$ cat config.mk
export PLATFORM = sky130hd
export DESIGN_NAME = vending_machine_multi
export DESIGN_NICKNAME = d
export VERILOG_FILES = /design/src/rtl/vending_machine_multi.sv
export SDC_FILE = /design/constraint.sdc
export NUM_CORES = 1
export LEC_CHECK = 0
export CAP_MARGIN = 40
export CORE_MARGIN = 2
export CORE_UTILIZATION = 40
export CTS_CLUSTER_SIZE = 8
export DETAILED_ROUTE_END_ITERATION = 16
export GPL_ROUTABILITY_DRIVEN = 0
export PLACE_DENSITY = 0.71
export SLEW_MARGIN = 5
export SYNTH_ARGS = -nofsm -noshare
export SYNTH_HDL_FRONTEND = slang
export SYNTH_SLANG_ARGS = --single-unit
export TNS_END_PERCENT = 10
$ cat constraint.sdc
create_clock -name clk -period 3.36 [get_ports clk]
set_input_delay 0.672 -clock clk [delete_from_list [all_inputs] [get_ports clk]]
set_output_delay 0.672 -clock clk [all_outputs]
set_load 0.1 [all_outputs]
$ cat src/rtl/vending_machine_multi.sv
// Multi-item vending controller: coin credit, per-item stock, vend and chunked change payout.
// Define VM_TIMEOUT_EN to refund credit automatically after TIMEOUT_CYC idle cycles in CREDIT.
module vending_machine_multi #(
    parameter int                         NUM_ITEMS   = 4,
    parameter int                         SEL_W       = 2,
    parameter int                         AMT_W       = 8,
    parameter logic [NUM_ITEMS*AMT_W-1:0] PRICES      = {8'd30, 8'd50, 8'd20, 8'd40},
    parameter int                         STOCK_W     = 4,
    parameter int                         STOCK_INIT  = 5,
    parameter int                         CHANGE_UNIT = 10,
    parameter int                         TIMEOUT_CYC = 16
) (
    input  logic                 clk,
    input  logic                 rst_n,
    input  logic                 coin_valid,
    input  logic [AMT_W-1:0]     coin_value,
    input  logic                 sel_valid,
    input  logic [SEL_W-1:0]     sel_item,
    input  logic                 cancel,
    input  logic                 restock,
    output logic [AMT_W-1:0]     credit,
    output logic                 busy,
    output logic                 vend_valid,
    output logic [SEL_W-1:0]     vend_item,
    output logic                 change_valid,
    output logic [AMT_W-1:0]     change_amt,
    output logic                 coin_reject,
    output logic                 err,
    output logic                 timeout,
    output logic [NUM_ITEMS-1:0] sold_out,
    output logic [15:0]          total_sales
);

    // state  | meaning
    // IDLE   | no credit, waiting for a coin
    // CREDIT | holding credit, accepting coins / selection / cancel
    // VEND   | one cycle: dispense, charge price, count sale
    // CHANGE | paying out remaining credit in CHANGE_UNIT chunks
    typedef enum logic [1:0] {IDLE, CREDIT, VEND, CHANGE} state_t;

    localparam logic [AMT_W-1:0]   UNIT      = AMT_W'(CHANGE_UNIT);
    localparam logic [STOCK_W-1:0] STOCK_RST = STOCK_W'(STOCK_INIT);

    state_t             state, state_nxt;
    logic [STOCK_W-1:0] stock [NUM_ITEMS];
    logic [AMT_W-1:0]   credit_nxt, change_amt_nxt, change_chunk;
    logic [AMT_W-1:0]   sel_price, vend_price;
    logic [STOCK_W-1:0] sel_stock;
    logic               sel_hit, dec_en;
    logic               vend_valid_nxt, change_valid_nxt, coin_reject_nxt, err_nxt;
    logic [SEL_W-1:0]   vend_item_nxt;
    logic [15:0]        total_sales_nxt;
    logic [AMT_W:0]     coin_sum;

    always_comb begin
        sel_price  = '0;
        vend_price = '0;
        sel_stock  = '0;
        sel_hit    = 1'b0;
        for (int i = 0; i < NUM_ITEMS; i++) begin
            if (sel_item == SEL_W'(i)) begin
                sel_price = PRICES[i*AMT_W +: AMT_W];
                sel_stock = stock[i];
                sel_hit   = 1'b1;
            end
            if (vend_item == SEL_W'(i))
                vend_price = PRICES[i*AMT_W +: AMT_W];
            sold_out[i] = (stock[i] == '0);
        end
    end

    assign busy         = (state == VEND) || (state == CHANGE);
    assign change_chunk = (credit > UNIT) ? UNIT : credit;
    assign coin_sum     = {1'b0, credit} + {1'b0, coin_value};

`ifdef VM_TIMEOUT_EN
    localparam int TMR_W = $clog2(TIMEOUT_CYC + 1);
    logic [TMR_W-1:0] tmr;
    logic             timeout_nxt;

    // Reloads outside CREDIT or on any activity, so only uninterrupted idle time counts.
    always_ff @(posedge clk or negedge rst_n) begin
        if (!rst_n)
            tmr <= TMR_W'(TIMEOUT_CYC - 1);
        else if (state != CREDIT || coin_valid || sel_valid || cancel)
            tmr <= TMR_W'(TIMEOUT_CYC - 1);
        else if (tmr != '0)
            tmr <= tmr - TMR_W'(1);
    end
`endif

    always_comb begin
        state_nxt        = state;
        credit_nxt       = credit;
        vend_valid_nxt   = 1'b0;
        vend_item_nxt    = vend_item;
        change_valid_nxt = 1'b0;
        change_amt_nxt   = '0;
        coin_reject_nxt  = 1'b0;
        err_nxt          = 1'b0;
        total_sales_nxt  = total_sales;
        dec_en           = 1'b0;
`ifdef VM_TIMEOUT_EN
        timeout_nxt      = 1'b0;
`endif
        case (state)
            IDLE, CREDIT: begin
                if (cancel) begin
                    coin_reject_nxt = coin_valid;
                    if (state == CREDIT)
                        state_nxt = CHANGE;
                end else if (sel_valid) begin
                    coin_reject_nxt = coin_valid;
                    if (state == CREDIT && sel_hit && credit >= sel_price && sel_stock != '0) begin
                        state_nxt      = VEND;
                        vend_valid_nxt = 1'b1;
                        vend_item_nxt  = sel_item;
                    end else begin
                        err_nxt = 1'b1;
                    end
                end else if (coin_valid) begin
                    if (coin_sum[AMT_W]) begin
                        coin_reject_nxt = 1'b1;
                    end else begin
                        credit_nxt = coin_sum[AMT_W-1:0];
                        state_nxt  = CREDIT;
                    end
                end
`ifdef VM_TIMEOUT_EN
                else if (state == CREDIT && tmr == '0) begin
                    timeout_nxt = 1'b1;
                    state_nxt   = CHANGE;
                end
`endif
            end
            VEND: begin
                coin_reject_nxt = coin_valid;
                credit_nxt      = credit - vend_price;
                total_sales_nxt = total_sales + 16'(vend_price);
                dec_en          = 1'b1;
                state_nxt       = (credit != vend_price) ? CHANGE : IDLE;
            end
            CHANGE: begin
                coin_reject_nxt = coin_valid;
                if (credit != '0) begin
                    change_valid_nxt = 1'b1;
                    change_amt_nxt   = change_chunk;
                    credit_nxt       = credit - change_chunk;
                end
                if (credit <= UNIT)
                    state_nxt = IDLE;
            end
            default: state_nxt = IDLE;
        endcase
    end

    always_ff @(posedge clk or negedge rst_n) begin
        if (!rst_n) begin
            state        <= IDLE;
            credit       <= '0;
            vend_valid   <= 1'b0;
            vend_item    <= '0;
            change_valid <= 1'b0;
            change_amt   <= '0;
            coin_reject  <= 1'b0;
            err          <= 1'b0;
            total_sales  <= '0;
        end else begin
            state        <= state_nxt;
            credit       <= credit_nxt;
            vend_valid   <= vend_valid_nxt;
            vend_item    <= vend_item_nxt;
            change_valid <= change_valid_nxt;
            change_amt   <= change_amt_nxt;
            coin_reject  <= coin_reject_nxt;
            err          <= err_nxt;
            total_sales  <= total_sales_nxt;
        end
    end

    // Restock takes precedence over the decrement of a vend landing on the same edge.
    always_ff @(posedge clk or negedge rst_n) begin
        if (!rst_n) begin
            for (int i = 0; i < NUM_ITEMS; i++)
                stock[i] <= STOCK_RST;
        end else begin
            for (int i = 0; i < NUM_ITEMS; i++) begin
                if (restock)
                    stock[i] <= STOCK_RST;
                else if (dec_en && vend_item == SEL_W'(i))
                    stock[i] <= stock[i] - STOCK_W'(1);
            end
        end
    end

`ifdef VM_TIMEOUT_EN
    always_ff @(posedge clk or negedge rst_n) begin
        if (!rst_n)
            timeout <= 1'b0;
        else
            timeout <= timeout_nxt;
    end
`else
    assign timeout = 1'b0;
`endif

endmodule

==> flow_summary.toml, run 1 <==
[place]
dp_cells = 563
io_buffers = 57
hpwl_mm = 6.48
dpl-instance-area_um2 = 4420

[final_layout]
antenna_cells = 0
post-route-util = 0.496
area_growth_pct = 22.0
drive_gt1_frac = 0.196
stdcell_count = 571
final_nets = 515
final_area_um2 = 4520

[yosys]
synth-simple-area-share = 0.181
synth-compound-area-share = 0.163
synth-async-reset-ratio = 1.00
yosys.area_share.xor_xnor = 0.0686
yosys.area_share.adder = 0.141
synth_mux_area_frac = 0.0237
synth_top_family_by_area = "simple AND/OR/NAND/NOR gates"
synth_flop_cell = "dfrtp_1"
synth_seq_cells = 55
yosysSeqAreaShare = 0.374
synth.distinct_cells = 56
yosys_warnings = 0
syn_area_um2 = 3700
synthCells = 389
synth_edf_count = 0
synth.avg_cell_area_um2 = 9.52

[min_path]
hp-class = "primary input to async pin"

[cts]
cts_made_buffers = 5
cts_setup_buffers = 0
clock_latency_ps = 320
cts_resized = 0
clockBufferDepth = 2
cts.htree.levels = 2
cts_hold_buf = 0
cts_tree = "yes"
cts.sink_count = 55
root_buffer = "clkbuf_8"
clk_pin_slew_worst_paths_ps = 100

[global_routing]
grt_max_degree = 56
grt_antenna_before_repair = 0
grt_overflow_total = 0
grt_usage = 0.178
grt_pass1_vias = 3056
grt_pass1_wl_mm = 14.4

[setup_path]
slowest_delay_ps = 570
cp_cell_sequence = "clkdlybuf4s50_1 -> inv_1 -> ha_1 -> or2_2 -> ha_1 -> nand2b_1 -> a21boi_0 -> o2111ai_1 -> a31oi_1 -> and2_1 -> mux2i_1"
cp_top_family = "buffers and inverters"
arrival_ps = 3280
crit_type = "primary input to flip-flop"
startpoint_type = "primary input"
timing.critical_path.buf_inv = 2
crit_path_top_delay_cell = "clkdlybuf4s50_1"
crit_top_cell = "ha_1"
worstSetupEndpointType = "flip-flop"
cp.required_ps = 3610
cp_max_fo = 4

[sta]
tightest_slew_ps = 619
setup_tns_ps = 0
layout_min_cycle_time_ps = 3030
slew_viol_final = 0
period_share = 0.902
rsz0062_at_grt = "false"
max_slew_margin = 0.588
setup_violations = 0
max_freq_mhz = 330
skew_ps = 6.66
hold_viol_final = 0

[floorplanning]
die-area_um2 = 10000
core_um2 = 9110
rows = 35
die_w_um = 100
initial_utilization = 0.406
die_height_um = 100
ios = 60

[job]
drv_cap = 0

[route]
firstDrtPassIters = 4
wl_mm = 8.63
drt-initial-drc-count = 169
wire_per_inst_um = 15.1
via_per_inst = 5.37
drc = 0
ant_nets = 0
vias = 3066

[status]
status = "finished, final reports clean"
-- final timing paths --
| kind | startpoint | to | slack (ps) | depth (start not counted) |
|---|---|---|---|---|
| worst max-delay path | sel_item[0] | vend_item[1]$_DFFE_PN0P_ | 330 | 11 |
| worst min-delay path | rst_n | stock[3]$_DFFE_PN0P_ | 330 | 2 |
| worst max register to register | vend_item[0]$_DFFE_PN0P_ | total_sales[11]$_DFFE_PN0P_ | 580 | 11 |
| worst min register to register | total_sales[15]$_DFFE_PN0P_ | total_sales[15]$_DFFE_PN0P_ | 480 | 1 |
| max in group asynchronous | rst_n | stock[2]$_DFFE_PN1P_ | 2730 | 2 |
| min in group clk | total_sales[15]$_DFFE_PN0P_ | total_sales[15]$_DFFE_PN0P_ | 480 | 1 |
-- routing by layer --
metal  share of wire  routed length (um)  GRT usage
met5               0                   0          0
met4           0.021                 178     0.0622
met3           0.049                 425     0.0313
met2            0.47                4040      0.287
met1            0.46                3990      0.242
-- cell type report --
class	count	area, um^2
clock inverter	3	27.5
clock buffer	5	68.8
sequential	55	1390
inverter	23	86.3
timing repair buffer	74	641
tap	111	139
fill	872	4590
multi-input combinational	300	2170
-- sequential cells by signal (all words and copies together) (netlist names) --
register	cells
err	1
coin_reject	1
change_amt	8
vend_item	2
state	2
credit	8
vend_valid	1
stock	16
change_valid	1
total_sales	15
-- cells in the mapped netlist (3+ instances only) --
cell	n	area (um^2)
ha_1	37	463
o21a_1	6	45.0
and2_1	3	18.8
o31ai_1	4	30.0
o21ai_0	16	80.1
clkbuf_1	9	33.8
inv_1	23	86.3
a31oi_1	4	25.0
dfrtp_1	47	1180
o211ai_1	4	30.0
buf_2	3	15.0
a21o_1	5	37.5
mux2_2	6	67.6
a21oi_1	23	115
xor2_1	10	87.6
nor4_1	9	56.3
or2_2	5	31.3
a21boi_0	4	30.0
a211oi_1	3	22.5
fa_1	3	60.1
nor2_1	34	128
nor3_1	8	40.0
nand2_1	18	67.6
and3_1	3	18.8
nand3_1	11	55.1
nand2b_1	16	100
nor3b_1	4	30.0
nor2b_1	5	31.3
xnor2_1	19	166
dfstp_2	8	210
-- cells in the final DEF, fill, tap and decap left out, types with 7 or more instances in the layout --
cell,n
buf_4,50
o21ai_0,16
nand3_1,11
xor2_1,10
nand2b_1,16
clkdlybuf4s50_1,18
nor4_1,9
dfrtp_1,47
nor2_1,34
nor3_1,8
ha_1,37
inv_1,23
conb_1,7
a21oi_1,23
xnor2_1,19
dfstp_2,8
nand2_1,18
-- kinds of logic (layout without fill, tap and decap cells) --
logic type                 Yosys count  in the layout
other                                2              7
buffers and inverters               39            105
muxes                                8              8
DFF                                 55             55
AOI/OAI and AO/OA                   89             89
xor gates and xnor gates            29             29
adders and majority gates           40             40
and+or+nand+nor                    127            127
-- per-stage QoR --
| stage | worst slack [ps] | hold slack [ps] |
|---|---|---|
| 3_3_place_gp | 137 | 462 |
| 4_1_cts | 310 | 344 |
| 3_5_place_dp | -33.8 | 468 |
| 6_report | 330 | 332 |
| 5_1_grt | 108 | 340 |
| 2_1_floorplan | -84.7 | 376 |
Power of run 1 is not shown: default switching activity piles up to over one toggle a cycle in this logic, so the estimate is an artifact.
==> run 2, diff against run 1 <==
CORE_MARGIN = 1.5   (was 2)
==> run 2 against run 1 <==
Net effect:
- clock-buffer cell count is the same
- register-to-register slack gained 40 ps
- setup slack gained 19 ps
- design area is the same
- highest routed layer unchanged
- die area shrank 2.0%
==> flow_summary.toml, run 2 (synthesized netlist as in run 1, its figures left out) <==
[global_routing]
grt_usage = 0.183
grt_util_met3 = 0.0281
grt_use_met1 = 0.254
grt_pass1_wl_mm = 14.6
grt_overflow_total = 0
met2_usage = 0.305
grt_pass1_vias = 3045
grt_max_degree = 27
busiest_layer = "met2"
grt_antenna_before_repair = 0

[sta]
skew_ps = 9.34
tightest_slew_ps = 653
period_share = 0.896
hold_viol_final = 0
max_slew_margin = 0.564
slew_viol_final = 0
layout_min_cycle_time_ps = 3010
rsz0062_at_grt = "false"
setup_violations = 0
max_freq_mhz = 332

[route]
ant_nets = 0
wire_per_inst_um = 15.3
via_per_inst = 5.42
drt-initial-drc-count = 115
drc = 0
wl_mm = 8.72
vias = 3087
firstDrtPassIters = 5

[final_layout]
final_nets = 517
antenna_cells = 0
final_common_cell = "buf_4"
regMostFlops = "stock"
mostFrequentLayoutCells = "53 x buf_4, 47 x dfrtp_1, 37 x ha_1, 34 x nor2_1"
post-route-util = 0.510
reg_top3 = "stock x16, total_sales x15"
largest_reg_flops = 16
area_growth_pct = 22.0
drive_gt1_frac = 0.199

[setup_path]
crit_type = "primary input to flip-flop"
r2r_slack_ps = 620
cp_cell_sequence = "clkdlybuf4s50_1 -> inv_1 -> ha_1 -> or2_2 -> ha_1 -> nand2b_1 -> a21boi_0 -> o2111ai_1 -> a31oi_1 -> nor4b_1 -> o22ai_1"
cp_top_family = "simple AND/OR/NAND/NOR gates"
slowest_delay_ps = 550
startpoint_type = "primary input"
cp.required_ps = 3540
crit_top_cell = "ha_1"
arrival_ps = 3190
crit_path_top_delay_cell = "clkdlybuf4s50_1"
cp_max_fo = 4
timing.critical_path.buf_inv = 2
worstSetupEndpointType = "flip-flop"

[cts]
cts.sink_count = 55
clock_latency_ps = 320
cts_hold_buf = 0
cts_setup_buffers = 0
clockBufferDepth = 2
cts.htree.levels = 2
cts_tree = "yes"
clk_pin_slew_worst_paths_ps = 110
cts_made_buffers = 5
root_buffer = "clkbuf_8"
cts_resized = 0

[floorplanning]
initial_utilization = 0.418
rows = 34
core_um2 = 8850
ios = 60
die_w_um = 99.2
die_height_um = 99.2
die-area_um2 = 9840

[min_path]
hp-class = "primary input to async pin"

[place]
io_buffers = 57
hpwl_mm = 6.69

[job]
drv_cap = 0

[status]
status = "finished, final reports clean"
-- run 2: cell types whose count changed in the layout (fill, tap and decap cells not counted), sizes merged --
cell      delta
clkinv       +2
buf          +2
inv          -1
clkinvlp     -1
-- run 2: path summary, 6_finish.rpt --
check	from	to	cells past startpoint
min reg2reg	total_sales[15]$_DFFE_PN0P_	total_sales[15]$_DFFE_PN0P_	1
max	sel_item[0]	state[1]$_DFFE_PN0P_	11
min	rst_n	change_amt[5]$_DFF_PN0_	1
max reg2reg	vend_item[0]$_DFFE_PN0P_	total_sales[13]$_DFFE_PN0P_	11
min in group clk	total_sales[15]$_DFFE_PN0P_	total_sales[15]$_DFFE_PN0P_	1
max in group asynchronous	rst_n	stock[10]$_DFFE_PN1P_	2
-- run 2: area by class of cell --
type	instances	area (um^2)
Clock buffer	5	68.8
Clock inverter	3	28.8
Fill cell	851	4330
Inverter	23	86.3
Multi-Input combinational cell	300	2170
Sequential cell	55	1390
Tap cell	108	135
Timing Repair Buffer	76	643
-- run 2: metal layers --
layer,routed length (um),part of all wire
met4,94,0.011
met2,3990,0.46
met1,4250,0.49
met5,0,0
met3,378,0.043
-- run 2: per-stage QoR --
stage | hold slack, ps | setup TNS (ps) | std cells | worst slack (ps) | instance area (um^2)
after floorplan | 376 | -367 | 394 | -84.7 | 3730
after global placement | 467 | 0 | 558 | 141 | 4360
after detailed placement | 474 | 0 | 562 | 30.2 | 4420
after CTS | 215 | 0 | 570 | 350 | 4520
after global routing | 218 | 0 | 570 | 114 | 4520
final | 210 | 0 | 570 | 349 | 4520
Power of run 2 is left out for the same reason.
==> run 3, diff against run 2 <==
clock period = 3.7 ns   (was 3.36 ns; I/O delays follow)
==> run 3 against run 2 <==
Net effect:
- clock-buffer cell count grew 2
- core utilization rose by 5.4 points
- design area up 11%
- critical path depth is the same
- via count increased by 1.9%
- flip-flop and latch count stayed put
- largest cell class unchanged
- routed wire length fell by 0.30%
==> flow_summary.toml, run 3 (synthesized netlist as in run 1, its figures left out) <==
[sta]
slew_viol_final = 0
hold_viol_final = 0
max_freq_mhz = 319
tightest_slew_ps = 906
rsz0062_at_grt = "false"
skew_ps = 8.58
setup_violations = 0
layout_min_cycle_time_ps = 3130
layout_setup_ws_ps = 568
setup_tns_ps = 0
period_share = 0.847
max_slew_margin = 0.396

[global_routing]
grt_pass1_wl_mm = 15.2
grt_pass1_vias = 3254
grt_usage = 0.190
grt_overflow_total = 0
grt_max_degree = 38
grt_antenna_before_repair = 0

[setup_path]
crit_top_cell = "ha_1"
reg2reg_depth = 11
slowest_delay_ps = 570
startpoint_type = "primary input"
crit_type = "primary input to flip-flop"
timing.rr.end = "total_sales[15]$_DFFE_PN0P_"
cp.required_ps = 3930
arrival_ps = 3360
r2r_slack_ps = 740
cp_max_fo = 4
worstSetupEndpointType = "flip-flop"
reg2reg_from = "vend_item[0]$_DFFE_PN0P_"
crit_path_top_delay_cell = "clkdlybuf4s50_1"
cp_cell_sequence = "clkdlybuf4s50_1 -> inv_1 -> ha_1 -> or2_2 -> ha_1 -> nand2b_1 -> a21boi_0 -> o2111ai_1 -> a31oi_1 -> and2_1 -> mux2i_1"

[route]
via_per_inst = 5.32
wl_mm = 8.69
drt-initial-drc-count = 120
ant_nets = 0
top_layer_used = "met4"
dr_wl_met2_mm = 4.19
drc = 0
wl_met1_mm = 4.10
vias = 3147
firstDrtPassIters = 4
route.met3.wl_um = 298
wire_per_inst_um = 14.7

[cts]
root_buffer = "clkbuf_8"
cts_resized = 0
cts_hold_buf = 0
cts.sink_count = 55
cts.htree.levels = 2
clk_pin_slew_worst_paths_ps = 100
cts_made_buffers = 5
cts_setup_buffers = 0
cts_tree = "yes"
clock_latency_ps = 300
clockBufferDepth = 2

[floorplanning]
rows = 34
ios = 60
die_height_um = 99.2
initial_utilization = 0.418
core_um2 = 8850
die_w_um = 99.2
die-area_um2 = 9840

[final_layout]
area_growth_pct = 35.0
regMostFlops = "stock"
largest_reg_flops = 16
mostFrequentLayoutCells = "47 x dfrtp_1, 47 x clkdlybuf4s50_1, 37 x ha_1, 34 x nor2_1, 32 x buf_8"
stdcell_count = 592
final_nets = 539
fillers = 799
drive_gt1_frac = 0.174
antenna_cells = 0
post-route-util = 0.565
reg_top3 = "stock x16, total_sales x15"

[place]
dp_cells = 584
hpwl_mm = 6.65
io_buffers = 57
post-place-ws_ps = 271

[status]
status = "finished, final reports clean"

[job]
drv_cap = 0

[min_path]
hp-class = "primary input to async pin"
-- run 3: cell count changes in the layout (fill, tap and decap cells not counted), sizes merged --
cell           previous run  this run
clkinvlp                  0         1
clkbuf                    5         7
inv                      24        23
clkdlybuf4s50            18        47
clkinv                    2         0
buf                      58        51
-- run 3: routing by layer --
layer,track usage,vias to the layer above
met2,0.312,69
met1,0.260,1519
li1,-,1551
met4,0.0553,0
met5,0,-
met3,0.0281,8
-- run 3: worst max-delay path by stage --
stage | start | end | slack [ps] | depth (start not counted)
final | sel_item[0] | vend_item[1]$_DFFE_PN0P_ | 570 | 11
after floorplan | stock[12]$_DFFE_PN1P_ | sold_out[0] | 190 | 3
after detailed placement | sel_item[0] | vend_item[0]$_DFFE_PN0P_ | 270 | 11
after global routing | sel_item[0] | state[1]$_DFFE_PN0P_ | 320 | 11
after global placement | sel_item[0] | vend_item[1]$_DFFE_PN0P_ | 410 | 11
after CTS | sel_item[0] | vend_item[1]$_DFFE_PN0P_ | 580 | 11
-- run 3: per-stage QoR --
step / cell area, um^2 / hold slack [ps]
2_1_floorplan: 3720 / 444
3_5_place_dp: 4890 / 481
5_1_grt: 5000 / 238
4_1_cts: 5000 / 240
3_3_place_gp: 4370 / 467
6_report: 5000 / 244
-- run 3: cell type report --
type	instances	area (um^2)	area share
Timing Repair Buffer	98	1120	0.225
Clock inverter	1	7.51	0.00150
Clock buffer	7	96.3	0.0193
Tap cell	108	135	0.0270
Multi-Input combinational cell	300	2160	0.433
Inverter	23	86.3	0.0173
Sequential cell	55	1390	0.277
-- run 3: critical path, delay by kind of cell --
family                     cells  cell delay (ps)
buffers and inverters          2              690
and+or+nand+nor                3              620
AOI/OAI and AO/OA              3              570
adders and majority gates      2              530
muxes                          1              210
Power of run 3 is left out for the same reason.
